$ cat src/rtl/instruction_fetch.sv
// Instruction fetch stage: owns the fetch PC, issues one outstanding imem
// request at a time and feeds the IF/ID register consumed by decode.
module instruction_fetch #(
    parameter logic [31:0] RESET_PC = 32'h0000_0000
) (
    input  logic        i_clk,
    input  logic        i_rst,
    input  logic        i_hold_pc,
    input  logic        i_hold_if,
    input  logic        i_br,
    input  logic [31:0] i_pc_branch,
    output logic        o_imem_req,
    output logic [31:0] o_imem_addr,
    input  logic        i_imem_valid,
    input  logic [31:0] i_imem_rdata,
    output logic [31:0] o_pc_id,
    output logic [31:0] o_inst_id,
    output logic        o_flush_id
);

    localparam logic [1:0] S_ISSUE = 2'd0;
    localparam logic [1:0] S_WAIT  = 2'd1;
    localparam logic [1:0] S_DROP  = 2'd2;
    localparam logic [1:0] S_FULL  = 2'd3;

    logic [1:0]  r_state;
    logic [31:0] r_fetch_pc;
    logic [31:0] r_skid_inst;
    logic [31:0] r_pc_id;
    logic [31:0] r_inst_id;
    logic        r_flush_id;

    logic        w_req;
    logic        w_load;
    logic        w_rsp;
    logic [31:0] w_target;
    logic [31:0] w_pc_next;
    logic [31:0] w_load_inst;

    assign w_target    = i_pc_branch & ~32'd3;
    assign w_pc_next   = r_fetch_pc + 32'd4;
    assign w_rsp       = i_imem_valid & ((r_state == S_WAIT) | (r_state == S_DROP));
    assign w_req       = (r_state == S_ISSUE) & ~i_hold_pc & ~i_br & ~i_rst;
    // A new instruction enters IF/ID from a live response or from the skid.
    assign w_load      = ~i_br & ~i_hold_if &
                         (((r_state == S_WAIT) & i_imem_valid) | (r_state == S_FULL));
    assign w_load_inst = (r_state == S_FULL) ? r_skid_inst : i_imem_rdata;

    assign o_imem_req  = w_req;
    assign o_imem_addr = r_fetch_pc;
    assign o_pc_id     = r_pc_id;
    assign o_inst_id   = r_inst_id;
    assign o_flush_id  = r_flush_id;

    always_ff @(posedge i_clk) begin
        if (i_rst) begin
            r_state     <= S_ISSUE;
            r_fetch_pc  <= RESET_PC;
            r_skid_inst <= 32'd0;
        end else if (i_br) begin
            r_fetch_pc <= w_target;
            // An in-flight response must still drain before a new request.
            if (((r_state == S_WAIT) | (r_state == S_DROP)) & ~i_imem_valid)
                r_state <= S_DROP;
            else
                r_state <= S_ISSUE;
        end else begin
            if (w_load)
                r_fetch_pc <= w_pc_next;
            case (r_state)
                S_ISSUE: if (w_req) r_state <= S_WAIT;
                S_WAIT: begin
                    if (i_imem_valid) begin
                        if (i_hold_if) begin
                            r_skid_inst <= i_imem_rdata;
                            r_state     <= S_FULL;
                        end else begin
                            r_state <= S_ISSUE;
                        end
                    end
                end
                S_DROP:  if (w_rsp) r_state <= S_ISSUE;
                S_FULL:  if (~i_hold_if) r_state <= S_ISSUE;
                default: r_state <= S_ISSUE;
            endcase
        end
    end

    always_ff @(posedge i_clk) begin
        if (i_rst) begin
            r_pc_id    <= 32'd0;
            r_inst_id  <= 32'd0;
            r_flush_id <= 1'b1;
        end else if (w_load) begin
            r_pc_id    <= w_pc_next;
            r_inst_id  <= w_load_inst;
            r_flush_id <= 1'b0;
        end else if (i_br | ~i_hold_if) begin
            r_flush_id <= 1'b1;
        end
    end

endmodule

$ cat config.mk
export PLATFORM = sky130hd
export DESIGN_NAME = instruction_fetch
export DESIGN_NICKNAME = d
export VERILOG_FILES = /design/src/rtl/instruction_fetch.sv
export SDC_FILE = /design/constraint.sdc
export NUM_CORES = 1
export LEC_CHECK = 0
export ABC_CLOCK_PERIOD_IN_PS = 2200
export CORE_MARGIN = 2
export CORE_UTILIZATION = 40
export DETAILED_ROUTE_END_ITERATION = 10
export HOLD_SLACK_MARGIN = 0.08
export PLACE_DENSITY = 0.69
export REMOVE_ABC_BUFFERS = 1
export SYNTH_ARGS = -nofsm -noshare
export SYNTH_HDL_FRONTEND = slang
export SYNTH_SLANG_ARGS = --single-unit
$ cat constraint.sdc
create_clock -name i_clk -period 2.2 [get_ports i_clk]
set_clock_uncertainty 0.05 [all_clocks]
set_input_delay 0.33 -clock i_clk [delete_from_list [all_inputs] [get_ports i_clk]]
set_output_delay 0.33 -clock i_clk [all_outputs]
set_load 0.02 [all_outputs]
==> out/qor.txt <==
synthesized area per cell: 8.554 sq um
crit start category: flip-flop
aggregate global-route resource usage: 19.60%
FF-to-FF Start: o_imem_addr[2]
total gr overflow: 0
RR Endpoint: o_pc_id[16]
global-route wire length before repair: 25,320 microns
root buffer cell: clkbuf_16
HP Class: primary input to flip-flop
DR DRC count: 0
pre-CTS setup slack: -0.06255 ns
critical path endpoint: o_pc_id[16]
critical path capture point type: flip-flop
Post-synth EDFFs: 0
initial antenna violation count: 0
WP data required: 2.48 ns
Syn Inst Count: 709
1st-pass router iterations: 4
total core area: 15,030 sq um
WL final: 16,150 microns
Area Growth Syn to Fin: 44.01%
Iter 0 DRT Violations: 300
status: finished clean
Crit Path Class: flip-flop to flip-flop
Slowest cell on crit path: dfxtp_1
leak pwr: 3.051 nW
warnings from Yosys: 0
RSZ-0062 raised after global routing: false
Avg Vias per Cell: 5.003
Final period util: 93.07%
Cell Rows: 45
fmax: 488.4 MHz
post-synthesis cell area: 6065 sq um
H-Tree Depth: 4
Die Y-Extent: 127.1 microns
total power: 0.006217 W
setup_tns: 0 ns
layout cell share with drive strength beyond 1: 11.69%
#FFs+latches synth: 127
Slew Limit Fails: 0
hold_ws: 0.3356 ns
initial core utilization: 40.34%
io pins: 168
CTS tree: built
FF-to-FF setup slack: 0.15 ns
I/O Buffers: 161
pwr/cell area: 711.9 nW/um^2
final setup fails: 0
asr flop ratio synth: 0%
Slew HR: 59.44%
CTS Sinks: 127
worst skew pair latency: 0.42 ns
Setup WS post-layout: 0.1524 ns
Nets: 953
sequential cell area fraction in the yosys report: 41.92%
total CTS buffers: 17
die area: 16,160 sq um
Reg clk slew, reported paths: 0.06 ns
hpwl dp: 10,770 microns
Bufs on Longest Clock Path: 2
Synth cell types: 51
critical path arrival: 2.33 ns
largest net degree at the start of global routing: 126
fin crit period: 2.048 ns
routed len/inst: 14.98 microns
worst path cell trace: ha_1 -> nand3_2 -> or2_1 -> or3_1 -> xor2_1 -> a211oi_1
vias: 5,393
Worst VDD drop: 554.7 uV
Max-Cap Viols: 0
start point of the critical path: o_imem_addr[2]
slowest stage delay, CP: 0.42 ns
CP max FO: 7
final hold vios: 0
Placer Congestion: 0.8201
Least-Margin Pin Slew: 0.6084 ns
r2r worst-path depth: 6
cts hold-fix bufs: 0
most common flop cell mapped by yosys: dfxtp_1
number of global-route vias before repair: 5,090
post-route ant nets: 0
die width: 127.1 microns
Antenna Cells: 0
## timing repair
| item | CTS | global route |
|---|---|---|
| pin swaps | 0 | 1 |
| gates resized for setup | 1 | 1 |
| gates cloned | 0 | 1 |
| buffers inserted | 0 | 3 |
| setup endpoints to repair | 1 | 48 |
## sequential cells by signal, summed over array words and instances (netlist names)
register and count:
o_flush_id 1, o_imem_addr 30, o_inst_id 32, o_pc_id 30, r_skid_inst 32, r_state 2
## metrics by stage
step	util, %	cell area, sq um	instances
6_report	58.09	8733	1078
5_1_grt	58.09	8733	1078
4_1_cts	57.59	8658	1074
3_5_place_dp	53.37	8023	1042
3_3_place_gp	53.37	8023	1042
2_1_floorplan	-	5791	651
## cells by family after synthesis
group | count (synthesis) | share of synthesized area, %
compound gates | 152 | 16.42
other cells | 1 | 0.06183
xor+xnor | 55 | 7.943
fa+ha+maj | 6 | 1.238
simple gates | 244 | 19.87
mux | 38 | 6.293
buf+inv | 86 | 6.251
flops | 127 | 41.92
## cell usage in the layout, fill, tap and decap left out, types with 3 or more instances in the layout
cell type / Yosys / layout
nand3_1: 16 / 16
or3_1: 3 / 3
nand2_1: 93 / 93
nor4_2: 3 / 3
mux2i_1: 37 / 37
clkinv_2: 0 / 4
nor3_1: 7 / 6
nand4_1: 10 / 10
and4_1: 4 / 4
conb_1: 1 / 4
xor2_1: 27 / 27
buf_12: 0 / 7
a21oi_1: 60 / 60
dfxtp_1: 127 / 127
bufinv_16: 0 / 5
o21ai_0: 5 / 5
and2_1: 4 / 4
ha_1: 6 / 5
clkbuf_16: 0 / 18
clkdlybuf4s50_1: 0 / 158
nor3_2: 3 / 4
nor4_1: 4 / 4
clkbuf_1: 36 / 3
buf_4: 8 / 39
a211oi_1: 57 / 57
inv_1: 25 / 25
nor2_1: 76 / 75
o21a_1: 21 / 21
a211oi_2: 3 / 3
xnor2_1: 28 / 28
## routing by layer
layer  GRT usage (%)  up-vias  share of wire (%)
met5               0        -                  0
met4           6.593        0                1.6
met3           5.737       24                6.2
met2           30.99      149                 45
met1           25.75     2454                 48
li1                -     2766                  -
## layout make-up
| type | instances | area [sq um] |
|---|---|---|
| clock buffers | 21 | 450.4 |
| clock inverters | 11 | 186.4 |
| fillers | 1385 | 6300 |
| inverters | 25 | 93.84 |
| multi-input cells | 499 | 3172 |
| flip-flops and latches | 127 | 2542 |
| well taps | 188 | 235.2 |
| repair buffers | 207 | 2053 |
## how the worst min path moves through the flow
stage	cells after the start	start	slack [ns]	end
finish	4	i_rst	0.34	r_state[0]
global route	4	i_rst	0.34	r_state[0]
CTS	4	i_rst	0.32	r_state[0]
detailed placement	2	r_skid_inst[11]	0.40	r_skid_inst[11]
global placement	2	r_skid_inst[15]	0.39	r_skid_inst[15]
floorplan	1	i_rst	0.34	o_pc_id[17]
## Yosys cell counts, types with 3 or more instances
cell type / count / area, sq um
mux2i_1: 37 / 370.4
xnor2_1: 28 / 245.2
nor2_1: 76 / 285.3
a211oi_1: 57 / 427.9
nor4_1: 4 / 25.02
buf_4: 8 / 60.06
xor2_1: 27 / 236.5
nor4_2: 3 / 37.54
a211oi_2: 3 / 37.54
and4_1: 4 / 35.03
clkbuf_1: 36 / 135.1
o21ai_0: 5 / 25.02
nand3_1: 16 / 80.08
inv_1: 25 / 93.84
dfxtp_1: 127 / 2542
nand2_1: 93 / 349.1
a21oi_1: 60 / 300.3
nand4_1: 10 / 62.56
and2_1: 4 / 25.02
nor3_1: 7 / 35.03
nor3_2: 3 / 30.03
ha_1: 6 / 75.07
or3_1: 3 / 18.77
buf_2: 14 / 70.07
o21a_1: 21 / 157.7
## where the power goes
group	switching (W)	leakage, nW	internal [W]	total, W
logic	0.000351	1.71	0.000363	0.000714
clock network	0.00104	0.311	0.00204	0.00307
registers	0.0000663	1.03	0.00237	0.00243
## worst max-delay path: cells and delay by family, from the launching register on
kind	cells	cell delay [ns]
xor+xnor	1	0.15
compound gates	1	0.21
fa+ha+maj	1	0.28
flops	1	0.42
simple gates	3	0.86
(Power assumes the default switching activity.)
